## config.mk

```make
export PLATFORM = sky130hd
export DESIGN_NAME = uc_rr_arbiter_flat
export DESIGN_NICKNAME = d
export VERILOG_FILES = /design/src/rtl/uc_pkg.sv /design/src/rtl/uc_rr_arbiter_if.sv /design/src/rtl/uc_lit_fifo.sv /design/src/rtl/uc_rr_arbiter.sv /design/src/flat_wrapper.sv
export SDC_FILE = /design/constraint.sdc
export NUM_CORES = 1
export LEC_CHECK = 0
export CELL_PAD_IN_SITES_DETAIL_PLACEMENT = 1
export CELL_PAD_IN_SITES_GLOBAL_PLACEMENT = 1
export CORE_MARGIN = 2
export CORE_UTILIZATION = 44
export CTS_BUF_LIST = sky130_fd_sc_hd__clkbuf_4 sky130_fd_sc_hd__clkbuf_8
export CTS_CLUSTER_DIAMETER = 80
export DETAILED_ROUTE_END_ITERATION = 10
export DONT_BUFFER_PORTS = 1
export GPL_TIMING_DRIVEN = 0
export PLACE_DENSITY_LB_ADDON = 0.1
export SLEW_MARGIN = 40
export SYNTH_ARGS = -nofsm -noshare
export SYNTH_HDL_FRONTEND = slang
export SYNTH_HIERARCHICAL = 1
export SYNTH_SLANG_ARGS = --single-unit
```

## constraint.sdc

```tcl
create_clock -name clk -period 9.6 [get_ports clk]
set_input_delay 0.96 -clock clk [delete_from_list [all_inputs] [get_ports clk]]
set_output_delay 0.96 -clock clk [all_outputs]
set_load 0.005 [all_outputs]
```

## src/rtl/uc_pkg.sv

```systemverilog
// uc_pkg: shared types for the unit-clause arbiter (FSM state encoding, table-entry codes).
// Latency: n/a (types and constants only).
// Backpressure: n/a.
package uc_pkg;

    // Arbiter control states.
    typedef enum logic [1:0] {
        IDLE     = 2'd0,
        LOAD     = 2'd1,
        ARB      = 2'd2,
        CONFLICT = 2'd3
    } uc_state_e;

    // Per-variable table entry {neg_seen, pos_seen}.
    localparam logic [1:0] NONE = 2'd0;
    localparam logic [1:0] POS  = 2'd1;
    localparam logic [1:0] NEG  = 2'd2;

    // Width of the optional statistics counters.
    localparam int STAT_W = 16;

endpackage

```

## src/rtl/uc_rr_arbiter_if.sv

```systemverilog
// uc_rr_arbiter_if: handshake bundle between the solver engines/loader and the unit-clause arbiter.
// Latency: n/a (wires only).
// Backpressure: carries the valid/ready pairs; slave = arbiter side, master = engine/loader side.
// Signals: clear, init_* (initial literal stream), eng_* (per-engine unit clauses),
//          bcast_* (broadcast queue head), conflict/conflict_var, busy.
interface uc_rr_arbiter_if #(
    parameter int NUM_ENG = 4,
    parameter int LIT_W   = 8
);
    logic                     clear;
    logic                     init_valid;
    logic                     init_ready;
    logic [LIT_W-1:0]         init_lit;
    logic                     init_done;
    logic [NUM_ENG-1:0]       eng_valid;
    logic [NUM_ENG-1:0]       eng_ready;
    logic [NUM_ENG*LIT_W-1:0] eng_lit;
    logic                     bcast_valid;
    logic [LIT_W-1:0]         bcast_lit;
    logic [NUM_ENG-1:0]       bcast_ready;
    logic                     conflict;
    logic [LIT_W-2:0]         conflict_var;
    logic                     busy;

    modport slave (
        input  clear, init_valid, init_lit, init_done, eng_valid, eng_lit, bcast_ready,
        output init_ready, eng_ready, bcast_valid, bcast_lit, conflict, conflict_var, busy
    );

    modport master (
        output clear, init_valid, init_lit, init_done, eng_valid, eng_lit, bcast_ready,
        input  init_ready, eng_ready, bcast_valid, bcast_lit, conflict, conflict_var, busy
    );
endinterface

```

## src/rtl/uc_lit_fifo.sv

```systemverilog
// uc_lit_fifo: synchronous literal queue; ports clk, rst, clr, push/push_dat, pop, full, empty, head.
// Latency: a pushed word is visible on head from the next cycle (no bypass).
// Backpressure: push ignored when full unless a pop happens in the same cycle; pop ignored when empty.
module uc_lit_fifo #(
    parameter int WIDTH = 8,
    parameter int DEPTH = 8
) (
    input  logic             clk,
    input  logic             rst,
    input  logic             clr,
    input  logic             push,
    input  logic [WIDTH-1:0] push_dat,
    input  logic             pop,
    output logic             full,
    output logic             empty,
    output logic [WIDTH-1:0] head
);
    localparam int AW = (DEPTH > 1) ? $clog2(DEPTH) : 1;

    logic [WIDTH-1:0] mem_q [DEPTH];
    logic [AW-1:0]    wr_q, wr_d;
    logic [AW-1:0]    rd_q, rd_d;
    logic [AW:0]      cnt_q, cnt_d;
    logic             do_push;
    logic             do_pop;

    assign full    = (cnt_q == (AW+1)'(DEPTH));
    assign empty   = (cnt_q == '0);
    assign head    = mem_q[rd_q];
    assign do_pop  = pop & ~empty;
    assign do_push = push & (~full | do_pop);

    always_comb begin
        wr_d  = wr_q;
        rd_d  = rd_q;
        cnt_d = cnt_q;
        if (clr) begin
            wr_d  = '0;
            rd_d  = '0;
            cnt_d = '0;
        end else begin
            if (do_push) wr_d = wr_q + 1'b1;
            if (do_pop)  rd_d = rd_q + 1'b1;
            case ({do_push, do_pop})
                2'b10:   cnt_d = cnt_q + 1'b1;
                2'b01:   cnt_d = cnt_q - 1'b1;
                default: cnt_d = cnt_q;
            endcase
        end
    end

    always_ff @(posedge clk or negedge rst) begin
        if (!rst) begin
            wr_q  <= '0;
            rd_q  <= '0;
            cnt_q <= '0;
        end else begin
            wr_q  <= wr_d;
            rd_q  <= rd_d;
            cnt_q <= cnt_d;
        end
    end

    // Storage needs no reset: occupancy is tracked by the pointers/count.
    always_ff @(posedge clk) begin
        if (do_push && !clr) mem_q[wr_q] <= push_dat;
    end
endmodule

```

## src/rtl/uc_rr_arbiter.sv

```systemverilog
// uc_rr_arbiter: dedups/conflict-checks unit literals from loader and engines, queues them for broadcast.
// Latency: accepted literal reaches bcast_lit one cycle later; conflict flag rises one cycle after detection.
// Backpressure: init/eng ready drop when the queue is full (registered flag); pop needs every engine ready.
// Ports: clk, rst (async active-low), bus (uc_rr_arbiter_if.slave); with UCA_STATS_EN defined, also
//        dup_cnt/acc_cnt (16-bit saturating duplicate-drop and push counters).
module uc_rr_arbiter
    import uc_pkg::*;
#(
    parameter int NUM_ENG = 4,
    parameter int LIT_W   = 8,
    parameter int Q_DEPTH = 8
) (
    input  logic           clk,
    input  logic           rst,
    uc_rr_arbiter_if.slave bus
`ifdef UCA_STATS_EN
    ,
    output logic [STAT_W-1:0] dup_cnt,
    output logic [STAT_W-1:0] acc_cnt
`endif
);
    localparam int PTR_W = $clog2(NUM_ENG);
    localparam int IDX_W = LIT_W - 1;
    localparam int TBL_N = 1 << IDX_W;

    uc_state_e        state_q, state_d;
    logic [PTR_W-1:0] ptr_q, ptr_d;
    logic [1:0]       tbl_q [TBL_N];
    logic [1:0]       tbl_d [TBL_N];
    logic [IDX_W-1:0] cvar_q, cvar_d;

    logic             fifo_full, fifo_empty, fifo_push, fifo_pop, fifo_clr;
    logic [LIT_W-1:0] fifo_head;

    logic             gnt_found;
    logic [PTR_W-1:0] gnt_idx;
    logic [PTR_W-1:0] cand;
    logic             init_open, arb_open;
    logic             init_hs, eng_hs, acc;
    logic [LIT_W-1:0] lit;
    logic             lit_neg;
    logic [IDX_W-1:0] idx;
    logic             illegal;
    logic [1:0]       entry;
    logic             opp_seen, same_seen;
    logic             legal_acc, conf_det;

    // Round-robin search: first valid engine at or after the pointer, wrapping.
    always_comb begin
        gnt_found = 1'b0;
        gnt_idx   = '0;
        cand      = '0;
        for (int k = 0; k < NUM_ENG; k++) begin
            cand = PTR_W'((int'(ptr_q) + k) % NUM_ENG);
            if (!gnt_found && bus.eng_valid[cand]) begin
                gnt_found = 1'b1;
                gnt_idx   = cand;
            end
        end
    end

    // Readies are gated by rst so nothing is offered while reset is held, and by clear so
    // no literal is taken in a restart cycle.
    assign init_open = rst & ~bus.clear & ~fifo_full & ((state_q == IDLE) | (state_q == LOAD));
    assign arb_open  = rst & ~bus.clear & ~fifo_full & (state_q == ARB);

    always_comb begin
        bus.eng_ready = '0;
        if (arb_open && gnt_found) bus.eng_ready[gnt_idx] = 1'b1;
    end
    assign bus.init_ready = init_open;

    assign init_hs = bus.init_valid & init_open;
    assign eng_hs  = arb_open & gnt_found;
    assign acc     = init_hs | eng_hs;
    assign lit     = init_hs ? bus.init_lit : bus.eng_lit[int'(gnt_idx)*LIT_W +: LIT_W];

    // Low bits of the two's-complement negation depend only on the low bits, so the index
    // can be formed without the sign bit. Index 0 covers both illegal codes (0 and most-negative).
    assign lit_neg   = lit[LIT_W-1];
    assign idx       = lit_neg ? (~lit[IDX_W-1:0] + IDX_W'(1)) : lit[IDX_W-1:0];
    assign illegal   = (idx == '0);
    assign entry     = tbl_q[idx];
    assign opp_seen  = lit_neg ? entry[0] : entry[1];
    assign same_seen = lit_neg ? entry[1] : entry[0];
    assign legal_acc = acc & ~illegal;
    assign conf_det  = legal_acc & opp_seen;
    assign fifo_push = legal_acc & ~opp_seen & ~same_seen;

    assign fifo_clr  = bus.clear | conf_det | (state_q == CONFLICT);
    assign fifo_pop  = bus.bcast_valid & (&bus.bcast_ready);

    assign bus.bcast_valid  = ~fifo_empty & (state_q != CONFLICT);
    assign bus.bcast_lit    = fifo_head;
    assign bus.conflict     = (state_q == CONFLICT);
    assign bus.conflict_var = cvar_q;
    assign bus.busy         = (state_q != IDLE) | ~fifo_empty;

    always_comb begin
        state_d = state_q;
        case (state_q)
            IDLE:     if (init_hs) state_d = LOAD;
            LOAD:     if (conf_det) state_d = CONFLICT;
                      else if (bus.init_done) state_d = ARB;
            ARB:      if (conf_det) state_d = CONFLICT;
            CONFLICT: state_d = CONFLICT;
            default:  state_d = IDLE;
        endcase
        if (bus.clear) state_d = IDLE;
    end

    always_comb begin
        ptr_d  = ptr_q;
        cvar_d = cvar_q;
        tbl_d  = tbl_q;
        if (bus.clear) begin
            ptr_d  = '0;
            cvar_d = '0;
            for (int i = 0; i < TBL_N; i++) tbl_d[i] = NONE;
        end else begin
            if (eng_hs) ptr_d = (gnt_idx == PTR_W'(NUM_ENG - 1)) ? '0 : gnt_idx + 1'b1;
            if (conf_det) cvar_d = idx;
            if (fifo_push) tbl_d[idx] = entry | (lit_neg ? NEG : POS);
        end
    end

    always_ff @(posedge clk or negedge rst) begin
        if (!rst) begin
            state_q <= IDLE;
            ptr_q   <= '0;
            cvar_q  <= '0;
            for (int i = 0; i < TBL_N; i++) tbl_q[i] <= NONE;
        end else begin
            state_q <= state_d;
            ptr_q   <= ptr_d;
            cvar_q  <= cvar_d;
            tbl_q   <= tbl_d;
        end
    end

    uc_lit_fifo #(
        .WIDTH (LIT_W),
        .DEPTH (Q_DEPTH)
    ) u_fifo (
        .clk      (clk),
        .rst      (rst),
        .clr      (fifo_clr),
        .push     (fifo_push),
        .push_dat (lit),
        .pop      (fifo_pop),
        .full     (fifo_full),
        .empty    (fifo_empty),
        .head     (fifo_head)
    );

`ifdef UCA_STATS_EN
    logic              dup_det;
    logic [STAT_W-1:0] dup_cnt_q, dup_cnt_d;
    logic [STAT_W-1:0] acc_cnt_q, acc_cnt_d;

    assign dup_det = legal_acc & ~opp_seen & same_seen;

    always_comb begin
        dup_cnt_d = dup_cnt_q;
        acc_cnt_d = acc_cnt_q;
        if (bus.clear) begin
            dup_cnt_d = '0;
            acc_cnt_d = '0;
        end else begin
            if (dup_det && (dup_cnt_q != '1))   dup_cnt_d = dup_cnt_q + 1'b1;
            if (fifo_push && (acc_cnt_q != '1)) acc_cnt_d = acc_cnt_q + 1'b1;
        end
    end

    always_ff @(posedge clk or negedge rst) begin
        if (!rst) begin
            dup_cnt_q <= '0;
            acc_cnt_q <= '0;
        end else begin
            dup_cnt_q <= dup_cnt_d;
            acc_cnt_q <= acc_cnt_d;
        end
    end

    assign dup_cnt = dup_cnt_q;
    assign acc_cnt = acc_cnt_q;
`endif
endmodule
```

## src/flat_wrapper.sv

```systemverilog
// flat-port wrapper written by rule: the top's interface ports become plain ports
module uc_rr_arbiter_flat import uc_pkg::*;
#(
    parameter int NUM_ENG = 4,
    parameter int LIT_W   = 8,
    parameter int Q_DEPTH = 8
)
  (clk, rst, bus_clear, bus_init_valid, bus_init_lit, bus_init_done, bus_eng_valid, bus_eng_lit, bus_bcast_ready, bus_init_ready, bus_eng_ready, bus_bcast_valid, bus_bcast_lit, bus_conflict, bus_conflict_var, bus_busy);
  uc_rr_arbiter_if #(.NUM_ENG(NUM_ENG), .LIT_W(LIT_W)) bus_i ();
  input  logic clk;
  input  logic rst;
  input wire logic [$bits(bus_i.clear)-1:0] bus_clear;
  input wire logic [$bits(bus_i.init_valid)-1:0] bus_init_valid;
  input wire logic [$bits(bus_i.init_lit)-1:0] bus_init_lit;
  input wire logic [$bits(bus_i.init_done)-1:0] bus_init_done;
  input wire logic [$bits(bus_i.eng_valid)-1:0] bus_eng_valid;
  input wire logic [$bits(bus_i.eng_lit)-1:0] bus_eng_lit;
  input wire logic [$bits(bus_i.bcast_ready)-1:0] bus_bcast_ready;
  output wire logic [$bits(bus_i.init_ready)-1:0] bus_init_ready;
  output wire logic [$bits(bus_i.eng_ready)-1:0] bus_eng_ready;
  output wire logic [$bits(bus_i.bcast_valid)-1:0] bus_bcast_valid;
  output wire logic [$bits(bus_i.bcast_lit)-1:0] bus_bcast_lit;
  output wire logic [$bits(bus_i.conflict)-1:0] bus_conflict;
  output wire logic [$bits(bus_i.conflict_var)-1:0] bus_conflict_var;
  output wire logic [$bits(bus_i.busy)-1:0] bus_busy;
  assign bus_i.clear = bus_clear;
  assign bus_i.init_valid = bus_init_valid;
  assign bus_i.init_lit = bus_init_lit;
  assign bus_i.init_done = bus_init_done;
  assign bus_i.eng_valid = bus_eng_valid;
  assign bus_i.eng_lit = bus_eng_lit;
  assign bus_i.bcast_ready = bus_bcast_ready;
  assign bus_init_ready = bus_i.init_ready;
  assign bus_eng_ready = bus_i.eng_ready;
  assign bus_bcast_valid = bus_i.bcast_valid;
  assign bus_bcast_lit = bus_i.bcast_lit;
  assign bus_conflict = bus_i.conflict;
  assign bus_conflict_var = bus_i.conflict_var;
  assign bus_busy = bus_i.busy;
  uc_rr_arbiter #(.NUM_ENG(NUM_ENG), .LIT_W(LIT_W), .Q_DEPTH(Q_DEPTH)) u_core (.clk(clk), .rst(rst), .bus(bus_i));
endmodule
```

# [Word level (Yosys, flattened, before mapping)]
# Memory sizes are Yosys's and may differ from the RTL's.
# Cells that the tools add are included.
# W data, S select, Z words.
[word_totals] register_bits=277 latchBits=0 ramBits=64 rom_bits=0 input_bits=53 out_inout_bits=23 wordCells=267 n_memories=1
[classes] add_sub_neg=9 mul=0 n_div=0 order_cmp=8 eq_ne=11 shift=1 n_mux=51 bitwise_logic=29 reduce_logical=23
[mem_list] memory="u_core.u_fifo.mem_q" words=8 word_bits=8 rd=1 rd_clocked_by_memory_dff=0 wr=1 line="uc_lit_fifo.sv:20" text="logic [WIDTH-1:0] mem_q [DEPTH];"
[ops] op="$mux W256" count=2
[ops] op="$bwmux W256" count=1
[ops] op="$mux W2" count=16
[ops] op="$shiftx A32 B6 Y8" count=1
[ops] op="$mux W7" count=3
[ops] op="$lt A2 B3 Y1 const B" count=5
[ops] op="$and A1 B1 Y1" count=14
[ops] op="$bmux W2 S7" count=1
[ops] op="$demux W2 S7" count=1
[ops] op="$mux W1" count=13
[ops] op="$mux W3" count=4
[ops] op="$reduce_bool A2 Y1" count=6
[ops] op="$bmux W1 S2" count=4
[ops] op="$eq A2 B2 Y1 const B" count=4
[ops] op="$ge A8 B8 Y1 const B" count=1
[ops] op="$lt A8 B1 Y1 const B" count=1
[ops] op="$mux W4" count=2
[ops] op="$mux W8" count=1
[ops] op="$not A7 Y8" count=1
[ops] op="$pmux W2 S4" count=1
[ops] op="$pmux W4 S2" count=1
[ops] op="$add A7 B1 Y7 const B" count=1
[ops] op="$logic_and A1 B1 Y1" count=7
[ops] op="$logic_not A7 Y1" count=1
[ops] op="22 further kinds" count=40

# [Logic depth before layout (Yosys ltp)]
# Gate-level depths: netlist (run 1).
[depth] word_depth=29 ltp_mapped=38 mapped_depth_nobuf=27

# [Hierarchy]
# The synthesis (run 1) kept the hierarchy.
[modules_own_cells] mod="uc_rr_arbiter" instances=1 cells_each=1597 area_each_um2=14751.6 seq_area_each_um2=6681.4
[modules_own_cells] mod="uc_lit_fifo" instances=1 cells_each=170 area_each_um2=3183.1 seq_area_each_um2=2172.1

# [Worst setup path before layout (run 1)]
# Ideal clock, no wire load.
[synth_path] kind="input to register" from="input bus_clear" to="register u_core.u_fifo.cnt_q[3]" setup_ps=136 t_arrival_ps=8521 setup_slack_ps=942 stages=36 path_buffers=11 path_cell_list="buf_2 -> nor4b_4 -> nand2_2 -> nand3_1 -> a21oi_2 -> or3_1 -> buf_2 -> inv_2 -> clkbuf_1 -> clkbuf_1 -> clkbuf_1 -> clkbuf_1 -> ha_1 -> buf_1 -> inv_1 -> nor4_1 -> a32o_1 -> a211oi_4 -> and3_1 -> buf_2 -> nor2_1 -> buf_2 -> o221ai_1 -> a22o_1 -> a2111oi_0 -> nor4b_4 -> nand2_4 -> inv_2 -> buf_2 -> buf_4 -> nor2_1 -> ha_1 -> a211oi_1 -> or4_1 -> a31oi_1 -> a21oi_1"
[synth_via] elab_chain_cells=21 elab_cells_between_ends=34
[synth_rtl] item="start: declaration" line="flat_wrapper.sv:12" text="input wire logic [$bits(bus_i.clear)-1:0] bus_clear;"
[synth_rtl] item="$not A1 Y1 (*)" line="uc_rr_arbiter.sv:64" text="assign init_open = rst & ~bus.clear & ~fifo_full & ((state_q == IDLE) | (state_q == LOAD));"
[synth_rtl] item="$and A1 B1 Y1 (*) (3 in a row)" line="uc_rr_arbiter.sv:64"
[synth_rtl] item="named net bus_init_ready" line="flat_wrapper.sv:19" text="output wire logic [$bits(bus_i.init_ready)-1:0] bus_init_ready;"
[synth_rtl] item="$and A1 B1 Y1 (*)" line="uc_rr_arbiter.sv:73" text="assign init_hs = bus.init_valid & init_open;"
[synth_rtl] item="$mux W8" line="uc_rr_arbiter.sv:76" text="assign lit = init_hs ? bus.init_lit : bus.eng_lit[int'(gnt_idx)*LIT_W +: LIT_W];"
[synth_rtl] item="$not A7 Y7" line="uc_rr_arbiter.sv:81" text="assign idx = lit_neg ? (~lit[IDX_W-1:0] + IDX_W'(1)) : lit[IDX_W-1:0];"
[synth_rtl] item="$add A7 B1 Y7" line="uc_rr_arbiter.sv:81"
[synth_rtl] item="$mux W7" line="uc_rr_arbiter.sv:81"
[synth_rtl] item="(+5 left out)"
[synth_rtl] item="$not A1 Y1" line="uc_rr_arbiter.sv:88" text="assign fifo_push = legal_acc & ~opp_seen & ~same_seen;"
[synth_rtl] item="$and A1 B1 Y1" line="uc_rr_arbiter.sv:88"
[synth_rtl] item="$and A1 B1 Y1 (*)" line="uc_rr_arbiter.sv:88"
[synth_rtl] item="named net u_core.fifo_push" line="uc_rr_arbiter.sv:32" text="logic fifo_full, fifo_empty, fifo_push, fifo_pop, fifo_clr;"
[synth_rtl] item="$and A1 B1 Y1 (*)" line="uc_lit_fifo.sv:31" text="assign do_push = push & (~full | do_pop);"
[synth_rtl] item="$eq A2 B1 Y1 or $eq A2 B2 Y1 (tied branches)" line="uc_lit_fifo.sv:44" text="case ({do_push, do_pop})"
[synth_rtl] item="$pmux W4 S2" line="uc_lit_fifo.sv:44"
[synth_rtl] item="$mux W4" line="uc_lit_fifo.sv:37" text="if (clr) begin"
[synth_rtl] item="end signal: assignment" line="uc_lit_fifo.sv:60" text="cnt_q <= cnt_d;"
[synth_rtl] item="end: declaration" line="uc_lit_fifo.sv:23" text="logic [AW:0] cnt_q, cnt_d;"
# Mark *: on every way through the listed nets, which the timed path passes. The rest lies on a longest branch. The select of a mux whose other input is x is not followed.
# A chain may end at the register's enable or synchronous reset.

# [Worst setup path after layout (run 1)]
[layout_path] from="register u_core.ptr_q[1]" to="register u_core.u_fifo.cnt_q[3]"
[layout_via] elab_chain_cells=29 elab_cells_between_ends=54
[layout_rtl] item="start: declaration" line="uc_rr_arbiter.sv:27" text="logic [PTR_W-1:0] ptr_q, ptr_d;"
[layout_rtl] item="start signal: assignment" line="uc_rr_arbiter.sv:135" text="ptr_q <= ptr_d;"
[layout_rtl] item="parallel branches: the longest is 24 deep, another holds $add A2 B1 Y2"
[layout_rtl] item="$and A1 B1 Y1 (*)" line="uc_rr_arbiter.sv:88"
[layout_rtl] item="named net u_core.fifo_push" line="uc_rr_arbiter.sv:32"
[layout_rtl] item="$and A1 B1 Y1 (*)" line="uc_lit_fifo.sv:31"
[layout_rtl] item="$eq A2 B1 Y1 or $eq A2 B2 Y1 (tied branches)" line="uc_lit_fifo.sv:44"
[layout_rtl] item="$pmux W4 S2" line="uc_lit_fifo.sv:44"
[layout_rtl] item="$mux W4" line="uc_lit_fifo.sv:37"
# Mark *: on every way through the listed nets, which the timed path passes. The select of a mux whose other input is x is not followed.

==> impl_metrics.env, run 1 <==
export IMPL_cp_start_kind="flop"
export IMPL_grt_use_total_pct=35.0
export IMPL_port_buffers=0
export IMPL_synth_distinct_cells=84
export IMPL_area_growth_pct=12.9
export IMPL_drt_iter0_drc=1939
export IMPL_synth_area_leader_cell="dfrtp_1"
export IMPL_max_slew_worst_pin_slew_ns=0.974
export IMPL_cts_buffers=59
export IMPL_postPlaceCellArea_mm2=0.0187
export IMPL_async_flop_share_pct=81.2
export IMPL_critPathKind="flop to flop"
export IMPL_min_path_type="primary input to asynchronous set/reset pin"
export IMPL_slew_headroom_pct=35.0
export IMPL_maxSlewViolCount=0
export IMPL_grt_pass1_wl_um=108000
export IMPL_synthFlopType="dfrtp_1"
export IMPL_core_mm2=0.0400
export IMPL_synth_top_area_share_pct=38.6
export IMPL_cts_root_buf="clkbuf_8"
export IMPL_fill_cells=4498
export IMPL_drc=0
export IMPL_critPathRequiredTime_ns=10.15
export IMPL_synth_seq_area_share_pct=49.4
export IMPL_multi_input_area_mm2=0.00825
export IMPL_period_minus_slack_ns=9.28
export IMPL_critPathMaxFanout=19
export IMPL_die_w_um=206
export IMPL_status="finished clean"
export IMPL_syn_inst=1767
export IMPL_cp_end_kind="flop"
export IMPL_initial_utilization_pct=44.8
export IMPL_place_congestion=0.959
export IMPL_power_density_mw_per_mm2=200
export IMPL_via_count=16000
export IMPL_maxCapViolCount=0
export IMPL_die_h_um=206
export IMPL_arrival_ns=9.83
export IMPL_grt_max_degree=274
export IMPL_finClkSkew_ns=0.0520
export IMPL_placementRows=73
export IMPL_critPathMaxStageDelay_ns=0.53
export IMPL_ant_nets=0
export IMPL_drive_above_1_share_pct=14.3
export IMPL_insertion_delay_ns=0.71
export IMPL_die_area_mm2=0.0424
export IMPL_fin_nets=1902
export IMPL_final_hold_violation_count=0
export IMPL_peakVddDrop_v=0.000185
export IMPL_grt_pass1_vias=16600
export IMPL_grt_antenna_before_repair=2
export IMPL_syn_area_mm2=0.0179
export IMPL_wl_per_cell_um=30.5
export IMPL_hpwl_um=50100
export IMPL_synth_edf_count=64
export IMPL_clkTransAtPathRegs_ns=0.06
export IMPL_timing_setup_tns_ns=0
export IMPL_fmax_mhz=108
export IMPL_gr_total_overflow=0
export IMPL_first_pass_iters=5
export IMPL_synth_ff_latch_count=341
export IMPL_rsz0062_at_grt="false"
export IMPL_finalCritPeriodShare_pct=96.7
export IMPL_vias_per_cell=6.63
export IMPL_synth_area_top_cells="dfrtp_1 39%, edfxtp_1 11%, a22o_1 6.2%, nor2_1 4.6%, nand2_1 4.4%"
export IMPL_clock_sinks=341
export IMPL_route_final_wire_length_um=73600
export IMPL_cts_htree_levels=2
export IMPL_synth_avg_cell_area_um2=10.1
export IMPL_clockBufferDepth=3
export IMPL_pin_count=76
export IMPL_design_area_mm2=0.0202
export IMPL_seq_area_mm2=0.00885
export IMPL_cts_tree="yes"
export IMPL_slowest_stage="o211ai_1"
export IMPL_synth_warnings=6
export IMPL_leakagePower_nw=8.08
export IMPL_finalSetupViolCount=0
export IMPL_synth_nets=1830
## repair_timing
action | 4_1_cts | 5_1_grt
endpoints found under the hold margin | 273 | 0
resized for setup | 18 | 11
pin swaps | 4 | 4
buffers inserted | 3 | 2
hold buffers | 2 | 0
setup endpoints to repair | 339 | 64
## per-stage QoR
| step | total power (W) | util [%] | std cells | hold slack, ns | worst slack, ns |
|---|---|---|---|---|---|
| 2_1_floorplan | 0.00207 | - | 1767 | 0.446 | 0.942 |
| 3_3_place_gp | 0.00247 | 46.5 | 2292 | 0.459 | -3.53 |
| 3_5_place_dp | 0.00249 | 46.7 | 2297 | 0.466 | -2.61 |
| 4_1_cts | 0.00402 | 50.3 | 2408 | 0.442 | 0.0476 |
| 5_1_grt | 0.00417 | 50.6 | 2410 | 0.174 | 0.00694 |
| 6_report | 0.00406 | 50.6 | 2411 | 0.131 | 0.321 |
## report_power, final
part	switching [W]	internal [W]	total [W]
combinational	0.000822	0.000249	0.00107
sequential	0.00000740	0.00149	0.00150
clock	0.000641	0.000844	0.00149
total	0.00147	0.00259	0.00406
## synthesized netlist by cell type (7+ instances only)
library cell	instances
dfrtp_1	277
nor2_1	221
nand2_1	211
a22o_1	126
clkbuf_1	79
inv_1	69
edfxtp_1	64
o32ai_1	61
mux2i_1	59
nand3_1	54
buf_2	49
o21ai_0	39
o41ai_1	38
o2bb2ai_1	31
a21oi_1	28
o211ai_1	23
nor3_1	22
o221ai_1	21
nand4_1	18
mux2_2	16
mux4_1	15
a211oi_1	12
a31oi_1	12
and2_1	11
buf_1	11
nor4_1	11
a32oi_1	10
ha_1	9
o21ai_1	9
xnor2_1	9
a222oi_1	8
a221oi_1	7
a32o_1	7
nand2b_1	7
## metal layers
layer  vias up  GRT usage [%]  part of all wire, %
met4         2           16.7                  4.8
li1       6784              -                    -
met1      8167           44.1                   40
met3       215           12.3                   11
met5         -              0                0.016
met2       825           53.8                   44
## cell families (layout without fill, tap and decap cells)
family | Yosys count | in the layout | share of synthesized area (%)
simple gates | 590 | 590 | 14.4
compound gates | 492 | 492 | 22.4
flops | 341 | 341 | 49.4
buf+inv | 228 | 346 | 5.57
mux | 93 | 93 | 6.81
xor+xnor | 13 | 13 | 0.635
fa+ha+maj | 10 | 10 | 0.740
other cells | 0 | 1 | 0
## registers in the layout, indices dropped and copies added, names as in the netlist
| register | count |
|---|---|
| u_core/u_fifo/rd_q | 3 |
| u_core/u_fifo/cnt_q | 4 |
| u_core/bus.conflict_var | 7 |
| u_core/u_fifo/mem_q | 64 |
| u_core/ptr_q | 2 |
| u_core/state_q | 2 |
| u_core/u_fifo/wr_q | 3 |
| u_core/tbl_q | 256 |
## critical path, delay by kind of cell (launching register included)
kind	cells	cell delay [ns]
simple gates	9	1.90
compound gates	11	3.13
fa+ha+maj	2	0.53
flops	1	0.44
buf+inv	12	3.06
## layout make-up
type / instances / area share (%)
buffer: 148 / 3.61
clock buffer: 98 / 5.73
tap: 525 / 3.24
multi-input combinational: 1198 / 40.7
inverter: 77 / 1.44
timing repair buffer: 14 / 0.760
clock inverter: 9 / 0.735
sequential: 341 / 43.7
antenna: 1 / 0.0124
## cell usage in the layout, fill, tap and decap left out, types with 32 or more instances in the layout
master / n
buf_2: 51
clkbuf_4: 32
edfxtp_1: 64
inv_1: 69
o21ai_0: 37
nand3_1: 53
nand2_1: 211
clkbuf_8: 69
o41ai_1: 38
nor2_1: 219
o32ai_1: 61
dfrtp_1: 276
a22o_1: 126
mux2i_1: 59
clkbuf_1: 66
## worst paths after layout
check / start / to / slack (ns) / cells after the start
min: rst / u_core/tbl_q[102] / 0.13 / 1
min reg2reg: u_core/tbl_q[61] / u_core/tbl_q[61] / 0.49 / 2
min in group clk: bus_init_done / u_core/state_q[1] / 0.47 / 2
max reg2reg: u_core/ptr_q[1] / u_core/u_fifo/cnt_q[3] / 0.32 / 34
max in group asynchronous: rst / u_core/tbl_q[179] / 8.07 / 3
max: u_core/ptr_q[1] / u_core/u_fifo/cnt_q[3] / 0.32 / 34
Power figures use the tool's default switching activity.
==> run 2: changes to the inputs <==
GPL_TIMING_DRIVEN = unset   (was 0)
==> run 2 against run 1 <==
Non-clock buffer count decreased by 116. Core utilization decreased by 1.2 points. Routed wire length decreased by 13%. Via count decreased by 6.0%. First-iteration DRC count decreased by 28%. Clock skew increased by 0.0046 ns. Largest power group unchanged.
==> impl_metrics.env, run 2 (same netlist as run 1, synthesis figures left out) <==
export IMPL_status="finished clean"
export IMPL_grt_antenna_before_repair=1
export IMPL_wl_per_cell_um=27.8
export IMPL_holdBufCountCts=9
export IMPL_critPathMaxStageDelay_ns=0.81
export IMPL_grt_max_degree=165
export IMPL_fmax_mhz=112
export IMPL_maxSlewViolCount=0
export IMPL_cp_start_kind="flop"
export IMPL_r2r_end="u_core/u_fifo/cnt_q[3]"
export IMPL_cts_buffers=59
export IMPL_area_growth_pct=10.2
export IMPL_max_slew_worst_pin_slew_ns=0.861
export IMPL_ctsResizeCount=0
export IMPL_min_path_type="primary input to asynchronous set/reset pin"
export IMPL_clkTransAtPathRegs_ns=0.07
export IMPL_endpoint="u_core/u_fifo/cnt_q[3]"
export IMPL_cts_post_setup_buffers_inserted=0
export IMPL_n_antenna_cell=0
export IMPL_grt_use_total_pct=30.5
export IMPL_final_cell_mix="276 x dfrtp_1, 218 x nor2_1, 211 x nand2_1, 126 x a22o_1, 70 x clkbuf_8"
export IMPL_critPathRequiredTime_ns=10.17
export IMPL_ant_nets=0
export IMPL_finClkSkew_ns=0.0566
export IMPL_place_congestion=0.880
export IMPL_largest_reg_flops=256
export IMPL_reg2reg_from="u_core/u_fifo/cnt_q[0]"
export IMPL_drt_iter0_drc=1390
export IMPL_r2r_cells=28
export IMPL_critPathMaxFanout=26
export IMPL_grt_pass1_vias=15500
export IMPL_drive_above_1_share_pct=12.5
export IMPL_timing_setup_tns_ns=0
export IMPL_insertion_delay_ns=0.68
export IMPL_critPathKind="flop to flop"
export IMPL_cp_end_kind="flop"
export IMPL_route_final_wire_length_um=63800
export IMPL_peakVddDrop_v=0.000103
export IMPL_core_mm2=0.0400
export IMPL_leakagePower_nw=7.82
export IMPL_final_common_cell="dfrtp_1"
export IMPL_first_pass_iters=5
export IMPL_startpoint="u_core/u_fifo/cnt_q[0]"
export IMPL_grt_pass1_wl_um=98200
export IMPL_die_h_um=206
export IMPL_rsz0062_at_grt="false"
export IMPL_cts_root_buf="clkbuf_8"
export IMPL_die_w_um=206
export IMPL_placementRows=73
export IMPL_clockBufferDepth=3
export IMPL_hpwl_um=39200
export IMPL_slew_headroom_pct=42.1
export IMPL_maxCapViolCount=0
export IMPL_vias_per_cell=6.55
export IMPL_pin_count=76
export IMPL_period_minus_slack_ns=8.90
export IMPL_finalSetupViolCount=0
export IMPL_gr_total_overflow=0
export IMPL_finalCritPeriodShare_pct=92.8
export IMPL_slowest_stage="or4_1"
export IMPL_regMostFlops="u_core/tbl_q"
export IMPL_drc=0
export IMPL_clock_sinks=341
export IMPL_power_density_mw_per_mm2=198
export IMPL_via_count=15000
export IMPL_final_hold_violation_count=0
export IMPL_initial_utilization_pct=44.8
export IMPL_design_area_mm2=0.0198
export IMPL_cts_htree_levels=2
export IMPL_fin_nets=1786
export IMPL_arrival_ns=9.47
export IMPL_cts_tree="yes"
export IMPL_postPlaceCellArea_mm2=0.0183
export IMPL_rrSetupSlack_ns=0.70
export IMPL_port_buffers=0
export IMPL_die_area_mm2=0.0424
==> run 2: critical path: cells and delay by family (launching register included) <==
family | cells | cell delay (ns)
AND/OR/NAND/NOR | 11 | 3.52
AO/OA/AOI/OAI | 11 | 3.07
buffers and inverters | 4 | 0.84
adder cells (fa/ha/maj) | 2 | 0.83
flip-flops | 1 | 0.49
==> run 2: layer usage <==
metal | vias to the layer above | global-route usage [%] | wire (µm) | share of wire, %
met3 | 95 | 5.64 | 4320 | 6.8
li1 | 6546 | - | - | -
met4 | 0 | 9.06 | 1560 | 2.4
met5 | - | 0 | 0 | 0
met2 | 537 | 49.1 | 30000 | 47
met1 | 7854 | 42.2 | 27900 | 44
==> run 2: power by group <==
group	internal, W	switching (W)
sequential	0.00149	0.00000698
clock	0.000857	0.000639
combinational	0.000225	0.000690
==> run 2: worst min path at each step <==
stage                      startpoint           endpoint  depth (start not counted)
floorplan           u_core/tbl_q[107]  u_core/tbl_q[107]                          2
global placement     u_core/tbl_q[47]   u_core/tbl_q[47]                          2
detailed placement  u_core/tbl_q[105]  u_core/tbl_q[105]                          2
CTS                               rst  u_core/tbl_q[149]                          1
global route                      rst  u_core/tbl_q[149]                          1
finish                            rst   u_core/tbl_q[76]                          1
==> run 2: final cells by class <==
type	count	area, µm²
Clock buffer	85	1080
Clock inverter	22	243
Fill cell	4352	20200
Inverter	77	303
Multi-Input combinational cell	1198	8170
Sequential cell	341	8850
Tap cell	525	657
Timing Repair Buffer	46	453
==> run 2: stage by stage <==
step                util, %  hold slack, ns  power, W  worst slack, ns  instances
detailed placement     45.6           0.464   0.00238            0.664       2176
global route           49.4           0.106   0.00406            0.253       2294
global placement       45.4           0.460   0.00236            0.881       2173
CTS                    49.3           0.105   0.00392            0.743       2292
floorplan                 -           0.446   0.00207            0.942       1767
finish                 49.4           0.137   0.00391            0.696       2294
==> run 3: changes to the inputs <==
PLACE_DENSITY = 0.77   (was unset)
PLACE_DENSITY_LB_ADDON = unset   (was 0.1)
==> run 3 against run 2 <==
Sequential share of layout area is 0.30 points higher. Critical endpoint unchanged. Die area stayed put. Clock skew is 0.014 ns lower. Setup slack better by 0.17 ns. Via count is 1.8% higher. Hold slack hardly changed. Routed wire length is 1.9% lower. First-iteration DRC count is 7.2% higher. Largest cell class unchanged. Cell area is 0.66% lower. Sequential power hardly changed.
==> impl_metrics.env, run 3 (same netlist as run 1, synthesis figures left out) <==
export IMPL_clock_sinks=341
export IMPL_cts_htree_levels=2
export IMPL_cts_root_buf="clkbuf_8"
export IMPL_critPathRequiredTime_ns=10.12
export IMPL_seq_area_mm2=0.00885
export IMPL_grt_use_total_pct=29.8
export IMPL_grt_max_degree=267
export IMPL_pin_count=76
export IMPL_placementRows=73
export IMPL_die_h_um=206
export IMPL_drive_above_1_share_pct=12.2
export IMPL_initial_utilization_pct=44.8
export IMPL_core_mm2=0.0400
export IMPL_finalCritPeriodShare_pct=91.0
export IMPL_cts_buffers=59
export IMPL_power_density_mw_per_mm2=195
export IMPL_hpwl_um=39100
export IMPL_rsz0062_at_grt="false"
export IMPL_pwr_share_seq_pct=39.2
export IMPL_critPathKind="flop to flop"
export IMPL_leakagePower_nw=7.76
export IMPL_p_sw_share_pct=34.7
export IMPL_netSwitchingPower_w=0.00133
export IMPL_finClkSkew_ns=0.0421
export IMPL_rrSetupSlack_ns=0.87
export IMPL_grt_antenna_before_repair=0
export IMPL_fill_cells=4382
export IMPL_n_antenna_cell=0
export IMPL_first_pass_iters=9
export IMPL_startpoint="u_core/u_fifo/cnt_q[0]"
export IMPL_maxCapViolCount=0
export IMPL_regMostFlops="u_core/tbl_q"
export IMPL_port_buffers=0
export IMPL_pre_cts_ws_ns=0.733
export IMPL_final_common_cell="dfrtp_1"
export IMPL_area_growth_pct=9.43
export IMPL_critPathMaxStageDelay_ns=0.78
export IMPL_maxSlewViolCount=0
export IMPL_drc=0
export IMPL_cts_post_setup_buffers_inserted=0
export IMPL_vias_per_cell=6.68
export IMPL_clkTransAtPathRegs_ns=0.07
export IMPL_peakVddDrop_v=0.000130
export IMPL_reg2reg_from="u_core/u_fifo/cnt_q[0]"
export IMPL_place_congestion=0.872
export IMPL_die_area_mm2=0.0424
export IMPL_min_path_type="primary input to asynchronous set/reset pin"
export IMPL_finalSetupViolCount=0
export IMPL_r2r_end="u_core/u_fifo/cnt_q[3]"
export IMPL_period_minus_slack_ns=8.73
export IMPL_multi_input_area_mm2=0.00815
export IMPL_cts_tree="yes"
export IMPL_die_w_um=206
export IMPL_arrival_ns=9.25
export IMPL_grt_pass1_vias=15800
export IMPL_via_count=15300
export IMPL_insertion_delay_ns=0.69
export IMPL_route_final_wire_length_um=62500
export IMPL_cp_start_kind="flop"
export IMPL_fmax_mhz=115
export IMPL_grt_pass1_wl_um=97100
export IMPL_setup_ws_ns=0.869
export IMPL_wl_per_cell_um=27.3
export IMPL_p_clk_share_pct=37.0
export IMPL_drt_iter0_drc=1490
export IMPL_intPower_w=0.00250
export IMPL_r2r_cells=28
export IMPL_slew_headroom_pct=41.7
export IMPL_largest_reg_flops=256
export IMPL_final_cell_mix="276 x dfrtp_1, 217 x nor2_1, 211 x nand2_1, 126 x a22o_1, 70 x clkbuf_8"
export IMPL_path_buf_inv=4
export IMPL_gr_total_overflow=0
export IMPL_max_slew_worst_pin_slew_ns=0.874
export IMPL_final_hold_violation_count=0
export IMPL_critPathMaxFanout=31
export IMPL_cp_end_kind="flop"
export IMPL_clockBufferDepth=3
export IMPL_status="finished clean"
export IMPL_slowest_stage="or4_1"
export IMPL_ant_nets=0
export IMPL_combinationalPowerShare_pct=23.8
export IMPL_fin_nets=1784
export IMPL_path_delay_family="compound AO/OA/AOI/OAI gates"
export IMPL_timing_setup_tns_ns=0
==> run 3: repair_timing <==
action                                 CTS  global route
hold buffers                             2             0
gates resized for setup                  0             0
endpoints found under the hold margin  266             0
==> run 3: how the worst max path moves through the flow <==
stage                                        end  slack, ns  depth (start not counted)
after floorplan           u_core/u_fifo/cnt_q[3]       0.94                         36
after global placement    u_core/u_fifo/cnt_q[3]       1.10                         26
after detailed placement  u_core/u_fifo/cnt_q[3]       0.73                         26
after CTS                 u_core/u_fifo/cnt_q[3]       0.97                         26
after global routing      u_core/u_fifo/cnt_q[3]       0.44                         28
final                     u_core/u_fifo/cnt_q[3]       0.87                         28
==> run 3: worst register-to-register path: cells and delay by family, from the launching register on <==
kind	cells	cell delay [ns]
AO/OA/AOI/OAI	12	3.76
AND/OR/NAND/NOR	10	2.87
buffers and inverters	4	0.82
adder cells (fa/ha/maj)	2	0.63
flip-flops	1	0.47
==> run 3: area by class of cell <==
class                   count  share of cell area (%)
flip-flops and latches    341                    45.1
multi-input cells        1198                    41.5
clock inverters            19                   0.842
inverters                  77                    1.54
repair buffers             44                    2.08
well taps                 525                    3.35
clock buffers              87                    5.56
==> run 3: power by group through the flow <==
stage	registers (W)	logic [W]	clock network, W
6_report	0.00150	0.000910	0.00142
5_1_grt	0.00150	0.000954	0.00152
4_1_cts	0.00150	0.000879	0.00145
3_5_place_dp	0.00153	0.000847	0
3_3_place_gp	0.00153	0.000825	0
2_1_floorplan	0.00153	0.000550	0
==> run 3: metrics by stage <==
stage,util (%),hold WS (ns),total power (W),cell area (µm²),std cells
2_1_floorplan,-,0.446,0.00207,17900,1767
3_3_place_gp,45.5,0.458,0.00235,18200,2179
3_5_place_dp,45.6,0.466,0.00237,18300,2179
4_1_cts,48.9,0.310,0.00383,19500,2287
5_1_grt,49.1,0.148,0.00397,19600,2291
6_report,49.1,0.137,0.00383,19600,2291
==> run 3: routing by layer <==
layer,track usage [%],wire length (µm),share of wire (%)
met1,40.3,26200,42
met2,48.0,29400,47
met4,10.3,1830,2.9
met3,5.88,5130,8.2
met5,0,0,0
